--- config.mk ---
export PLATFORM = sky130hd
export DESIGN_NAME = xmem_stream_ctrl
export DESIGN_NICKNAME = d
export VERILOG_FILES = /design/src/rtl/xmem_stream_ctrl.sv
export SDC_FILE = /design/constraint.sdc
export NUM_CORES = 1
export LEC_CHECK = 0
export CAP_MARGIN = 0
export CORE_MARGIN = 5
export CORE_UTILIZATION = 30
export CTS_BUF_LIST = sky130_fd_sc_hd__clkbuf_4 sky130_fd_sc_hd__clkbuf_8
export CTS_CLUSTER_DIAMETER = 40
export CTS_CLUSTER_SIZE = 16
export DETAILED_ROUTE_END_ITERATION = 6
export GPL_ROUTABILITY_DRIVEN = 1
export SLEW_MARGIN = 20
export SYNTH_ARGS = -nofsm -noshare
export SYNTH_HDL_FRONTEND = slang
export SYNTH_SLANG_ARGS = --single-unit
--- constraint.sdc ---
create_clock -name CLK -period 6.7 [get_ports CLK]
set_input_delay 1.675 -clock CLK [delete_from_list [all_inputs] [get_ports CLK]]
set_output_delay 1.675 -clock CLK [all_outputs]
set_load 0.1 [all_outputs]
--- src/rtl/xmem_stream_ctrl.sv ---
// Stream-to-memory initiator for a dual-port xmem: a write engine on port 0 fed by a
// valid/ready input stream, and a read engine on port 1 draining through a 2-entry FIFO.
module xmem_stream_ctrl #(
  parameter int unsigned AW = 8,
  parameter int unsigned DW = 32
) (
  input  logic          CLK,
  input  logic          RESET,
  // write engine
  input  logic          wr_start,
  input  logic [AW-1:0] wr_base,
  input  logic [AW:0]   wr_len,
  input  logic          in_valid,
  output logic          in_ready,
  input  logic [DW-1:0] in_data,
  output logic          wr_busy,
  output logic          wr_done,
  // read engine
  input  logic          rd_start,
  input  logic [AW-1:0] rd_base,
  input  logic [AW:0]   rd_len,
  output logic          out_valid,
  input  logic          out_ready,
  output logic [DW-1:0] out_data,
  output logic          rd_busy,
  output logic          rd_done,
  // memory port 0 (write)
  output logic          CEN0,
  output logic          WEN0,
  output logic [AW-1:0] A0,
  output logic [DW-1:0] D0,
  // memory port 1 (read)
  output logic          CEN1,
  output logic          WEN1,
  output logic [AW-1:0] A1,
  input  logic [DW-1:0] Q1
);

  typedef enum logic {WrIdle, WrRun} wr_state_e;
  typedef enum logic [1:0] {RdIdle, RdIssue, RdDrain} rd_state_e;

  wr_state_e     wr_state_q, wr_state_d;
  logic [AW-1:0] wr_addr_q, wr_addr_d;
  logic [AW:0]   wr_cnt_q, wr_cnt_d;
  logic          wr_done_q, wr_done_d;
  logic          wr_fire;

  rd_state_e     rd_state_q, rd_state_d;
  logic [AW-1:0] rd_addr_q, rd_addr_d;
  logic [AW:0]   rd_rem_q, rd_rem_d;
  logic          rd_done_q, rd_done_d;
  logic          inflight_q;
  logic          issue, push, pop;
  logic [2:0]    occ_proj;

  logic [DW-1:0] fifo_q [2];
  logic          fifo_wptr_q, fifo_rptr_q;
  logic [1:0]    occ_q, occ_d;

  // ---------------- write engine ----------------
  always_comb begin
    wr_state_d = wr_state_q;
    wr_addr_d  = wr_addr_q;
    wr_cnt_d   = wr_cnt_q;
    wr_done_d  = 1'b0;
    wr_fire    = 1'b0;
    unique case (wr_state_q)
      WrIdle: begin
        if (wr_start) begin
          if (wr_len != '0) begin
            wr_state_d = WrRun;
            wr_addr_d  = wr_base;
            wr_cnt_d   = wr_len;
          end else begin
            wr_done_d = 1'b1;
          end
        end
      end
      WrRun: begin
        wr_fire = in_valid;
        if (in_valid) begin
          wr_addr_d = wr_addr_q + AW'(1);
          wr_cnt_d  = wr_cnt_q - (AW+1)'(1);
          if (wr_cnt_q == (AW+1)'(1)) begin
            wr_state_d = WrIdle;
            wr_done_d  = 1'b1;
          end
        end
      end
      default: wr_state_d = WrIdle;
    endcase
  end

  assign in_ready = (wr_state_q == WrRun);
  assign wr_busy  = (wr_state_q == WrRun);
  assign wr_done  = wr_done_q;
  assign CEN0     = ~wr_fire;
  assign WEN0     = ~wr_fire;
  assign A0       = wr_addr_q;
  assign D0       = in_data;

  // ---------------- read engine ----------------
  assign pop       = out_valid & out_ready;
  assign push      = inflight_q;
  // Occupancy after this cycle's pop, counting the word still in flight from the memory.
  assign occ_proj  = {1'b0, occ_q} + {2'b00, inflight_q} - {2'b00, pop};
  assign issue     = (rd_state_q == RdIssue) && (rd_rem_q != '0) && (occ_proj < 3'd2);
  assign occ_d     = occ_q + {1'b0, push} - {1'b0, pop};

  always_comb begin
    rd_state_d = rd_state_q;
    rd_addr_d  = rd_addr_q;
    rd_rem_d   = rd_rem_q;
    rd_done_d  = 1'b0;
    unique case (rd_state_q)
      RdIdle: begin
        if (rd_start) begin
          if (rd_len != '0) begin
            rd_state_d = RdIssue;
            rd_addr_d  = rd_base;
            rd_rem_d   = rd_len;
          end else begin
            rd_done_d = 1'b1;
          end
        end
      end
      RdIssue: begin
        if (issue) begin
          rd_addr_d = rd_addr_q + AW'(1);
          rd_rem_d  = rd_rem_q - (AW+1)'(1);
          if (rd_rem_q == (AW+1)'(1)) rd_state_d = RdDrain;
        end
      end
      RdDrain: begin
        if (!inflight_q && pop && (occ_q == 2'd1)) begin
          rd_state_d = RdIdle;
          rd_done_d  = 1'b1;
        end
      end
      default: rd_state_d = RdIdle;
    endcase
  end

  assign out_valid = (occ_q != 2'd0);
  assign out_data  = fifo_q[fifo_rptr_q];
  assign rd_busy   = (rd_state_q != RdIdle);
  assign rd_done   = rd_done_q;
  assign CEN1      = ~issue;
  assign WEN1      = 1'b1;
  assign A1        = rd_addr_q;

  // ---------------- state ----------------
  always_ff @(posedge CLK) begin
    if (RESET) begin
      wr_state_q  <= WrIdle;
      wr_addr_q   <= '0;
      wr_cnt_q    <= '0;
      wr_done_q   <= 1'b0;
      rd_state_q  <= RdIdle;
      rd_addr_q   <= '0;
      rd_rem_q    <= '0;
      rd_done_q   <= 1'b0;
      inflight_q  <= 1'b0;
      occ_q       <= 2'd0;
      fifo_wptr_q <= 1'b0;
      fifo_rptr_q <= 1'b0;
    end else begin
      wr_state_q  <= wr_state_d;
      wr_addr_q   <= wr_addr_d;
      wr_cnt_q    <= wr_cnt_d;
      wr_done_q   <= wr_done_d;
      rd_state_q  <= rd_state_d;
      rd_addr_q   <= rd_addr_d;
      rd_rem_q    <= rd_rem_d;
      rd_done_q   <= rd_done_d;
      inflight_q  <= issue;
      occ_q       <= occ_d;
      if (push) fifo_wptr_q <= ~fifo_wptr_q;
      if (pop)  fifo_rptr_q <= ~fifo_rptr_q;
    end
  end

  // FIFO payload needs no reset; out_valid masks stale entries.
  always_ff @(posedge CLK) begin
    if (push) fifo_q[fifo_wptr_q] <= Q1;
  end

endmodule

Word-level counts from Yosys, hierarchy flattened --
Memory sizes are Yosys's and may differ from the RTL's. A register that Yosys moved wholly into a read port is not among the register bits. Index checks and enable logic that the tools add are counted.
Word-level totals: bits in registers 44, memory bits (writable) 64, bits of input ports 104, output and inout bits 90, logic and storage cells 97, memories 1
Memory list:
- fifo_q | depth 2, width 32, read ports 1, clocked after memory_dff 1, wr ports 1, RTL line 56 | logic [DW-1:0] fifo_q [2];
Operators by class: add/subtract/negate cells 8, order comparisons 1, equal/unequal tests 13, mux-type cells 41, bitwise gates (word level) 6, reductions and logical operators 15
Operators by type and width (number):
- $mux W9 | 6
- $mux W8 | 6
- $pmux W9 S2 | 2
- $pmux W8 S2 | 2
- $reduce_bool A9 Y1 | 3
- $eq A9 B1 Y1 const B | 2
- $sub A9 B1 Y9 const B | 2
- $add A8 B1 Y8 const B | 2
- $mux W1 | 16
- $ne A2 B2 Y1 const B | 7
- $mux W2 | 5
- $pmux W1 S2 | 3
- $pmux W2 S3 | 1
- $reduce_bool A2 Y1 | 3
- $not A1 Y1 | 5
- $reduce_and A5 Y1 | 1
- $eq A2 B1 Y1 const B | 2
- $logic_and A1 B1 Y1 | 4
- $reduce_and A4 Y1 | 1
- $add A2 B1 Y3 | 1
- $lt A3 B2 Y1 const B | 1
- $reduce_and A3 Y1 | 1
- $sub A3 B1 Y3 | 1
- $add A2 B1 Y2 | 1
- 6 further kinds | 6

Logic depth before layout (Yosys ltp) --
word-level depth 7, depth in mapped cells 11, gate-level depth less buffers 10

Least setup slack after synthesis --
No wires, ideal clock.
path kind in2out, start in out_ready, end out CEN1, data arrival time 3453 ps, required time 5025 ps, path slack 1572 ps, cell stages on the path 6, buffers on the path 0, cell sequence nand3_1 -> o21ai_0 -> ha_1 -> fa_1 -> or3_4 -> or2_2
On the way: cells in the longest elaborated chain, start to end 5
RTL lines:
- from (decl) | RTL line 23 | input logic out_ready,
- $and A1 B1 Y1 | RTL line 103 | assign pop = out_valid & out_ready;
- $sub A3 B1 Y3 | RTL line 106 | assign occ_proj = {1'b0, occ_q} + {2'b00, inflight_q} - {2'b00, pop};
- $lt A3 B2 Y1 | RTL line 107 | assign issue = (rd_state_q == RdIssue) && (rd_rem_q != '0) && (occ_proj < 3'd2);
- $logic_and A1 B1 Y1 | RTL line 107
- $not A1 Y1 | RTL line 148 | assign CEN1 = ~issue;
- to (decl) | RTL line 33 | output logic CEN1,
Every way passes these cells.

Worst setup path after layout --
Same ends and word-level chain as after synthesis.

==> results by group <==
Layout
  • Area grow syn2layout: 27.4%
  • Final nets: around 670
  • Filler cell count in the final layout: about 1600
  • Share of cells above drive strength 1: 12.8%
  • ANT cells: 0
  • Fin area: 6730 um^2

Floorplan
  • Die width: 143 um
  • Initial Utilization: 30.5%
  • Core box area: 17300 um^2
  • Placement row count: 48
  • IO Pins: 194
  • Die height: 143 um
  • Die area: 20400 um^2

STA
  • Pins over their slew limit: 0
  • Fin crit share: 86.0%
  • Fin Clk Skew: about 0.023 ns
  • Final WS setup: approximately 0.94 ns
  • Hold WS: 0.498 ns
  • Least-Margin Pin Slew: 1.07 ns
  • Endpoints failing setup: 0
  • RSZ-0062 raised after global routing: false
  • Final Hold Viols: 0
  • Setup TNS Final: 0 ns
  • Max Clock Freq: 173 MHz
  • Worst slew margin: 28.4%
  • Final min period: around 5.8 ns

Synth
  • Seq/Total Area, Yosys: a little over half
  • Cell area after synthesis: 5280 um^2
  • YS warnings: 0
  • Most frequent cells after synthesis: edfxtp_1, dfxtp_1, buf_4
  • EDFF count, synth: 64
  • Flops & latches, synth: 109
  • Synth top area share: between 30% and 40%
  • Gate Count Post-Synth: around 470
  • Fraction of registers with async set/reset: 0%
  • Synth area leader: edfxtp_1
  • Most common cell in the netlist: edfxtp_1
  • Syn_nets: 584
  • Synth cell types: 68
  • Prevailing post-synth register cell: edfxtp_1
  • Synth area leaders: edfxtp_1, dfxtp_1, mux2_2, buf_4, a21oi_1
  • Syn Area/Cell: 11.2 um^2

Routing
  • DRC: 0
  • Via count: 4038
  • Final WL: roughly 14 mm
  • First-pass iteration count of the detailed router: 4
  • Drt via density: 5.12
  • Final ANT Viol Nets: 0
  • Drt wl/cell: 17.3 um
  • Initial DRC count: 299

Power and ir drop
  • Pwr Total: 2380 uW
  • Max VDD drop: 0.000214 V
  • Static Leak: 0.00224 uW
  • Cell Pwr Density: 354 nW/um^2

Clock network
  • Hold_buf cts: 0
  • CTS Buf Count: 9
  • Gates resized, CTS repair: 0
  • Clock Sinks: about 110
  • Clock root buffer: clkbuf_8
  • Clk buf depth: 2
  • CTS tree: yes
  • H-tree depth: 3
  • Worst-path clk slew: 0.09 ns
  • Postcts setup bufs: 0
  • Clk_lat worst skew: ~0.38 ns

Placed design
  • Port-buffer cells: ~130
  • Placement Cell Area: between 6000 and 7000 um^2
  • Routability cong.: 0.781
  • HPWL reported at the end of detailed placement: 9.48 mm
  • Post-place setup slack: just over 0.9 ns

Setup path
  • CP max FO: 4
  • Critical Path Start Type: primary input
  • WP data required: 5.03 ns
  • Critical path capture point type: output pin
  • Crit Path Class: in -> out
  • CP arrival: 4.09 ns

Global route
  • First-pass GRT wire length: 21.2 mm
  • Met1 usage in global routing: between 15 and 20%
  • Initial antenna violation count: 1
  • Global route overflow: 0
  • Total GRT Usage: 13.1%
  • M3 GR Usage: 3.25%
  • Vias in the first global route: 4075
  • M2 GR Usage: around 20%
  • Largest net degree at the start of global routing: 45
  • Gr busiest metal: met2

Worst hold path
  • Worst Hold Class: reg -> reg

Outcome
  • Status: finished, final reports clean

Job
  • Max-Cap Viols: 0
cells in the final DEF (no fill, tap or decap), drive strengths merged, types with 18 or more instances in the layout:
master,netlist,layout
a21oi,31,31
nor2,33,33
inv,14,18
mux2,33,33
dfxtp,45,45
clkdlybuf4s50,0,127
nand2,31,31
o21ai,19,19
edfxtp,64,64
routing by layer:
| layer | share of wire [%] | up-vias | wire (um) |
|---|---|---|---|
| li1 | - | 1910 | - |
| met1 | 45 | 1905 | 6110 |
| met2 | 44 | 171 | 5950 |
| met3 | 7.8 | 50 | 1060 |
| met4 | 3.5 | 2 | 475 |
| met5 | 0.096 | - | 13 |
layout make-up:
class                           instances  area, um^2  area share [%]
Clock inverter                          7        86.3            1.28
Inverter                               15        56.3           0.836
Timing Repair Buffer                  133        1320            19.5
Sequential cell                       109        2820            41.9
Multi-Input combinational cell        290        2050            30.4
Clock buffer                            9         124            1.84
Tap cell                              225         282            4.18
stage by stage:
step,utilization [%],cells
finish,38.9,788
global route,38.9,788
CTS,38.9,788
detailed placement,37.7,772
global placement,37.7,772
floorplan,-,471
cell families after synthesis:
kind of cell,synth area share (%)
multiplexers,7.41
buffers and inverters,7.98
other,0.0710
AND/OR/NAND/NOR,12.6
flip-flops,53.4
adder cells (fa/ha/maj),2.27
XOR/XNOR,1.16
AO/OA/AOI/OAI,15.0
path summary, 6_finish.rpt:
kind / endpoint / cells past startpoint / slack (ns) / start
min reg2reg: wr_cnt_q[4] / 2 / 0.50 / wr_cnt_q[4]
max: CEN1 / 8 / 0.94 / out_ready
min: wr_cnt_q[4] / 2 / 0.50 / wr_cnt_q[4]
max reg2reg: rd_rem_q[3] / 9 / 3.81 / occ_q[0]
flip-flops by register name, indices dropped and copies added (netlist names), 2 cells and up, named ones only:
register	flops
rd_rem_q	9
rd_state_q	2
A1	8
wr_cnt_q	9
A0	8
occ_q	2
fifo_q	64
worst max-delay path: stages:
cell	delay [ns]
clkdlybuf4s50_1	0.52
nand3_1	0.13
o21ai_0	0.11
ha_1	0.20
fa_1	0.46
or3_4	0.42
or2_2	0.33
buf_4	0.24
where the power goes:
group / internal, uW / switching, uW
clock: 182 / 246
combinational: 308 / 768
sequential: 806 / 74.5
total: 1300 / 1090
Note: power is estimated with default switching activity, not from simulation.
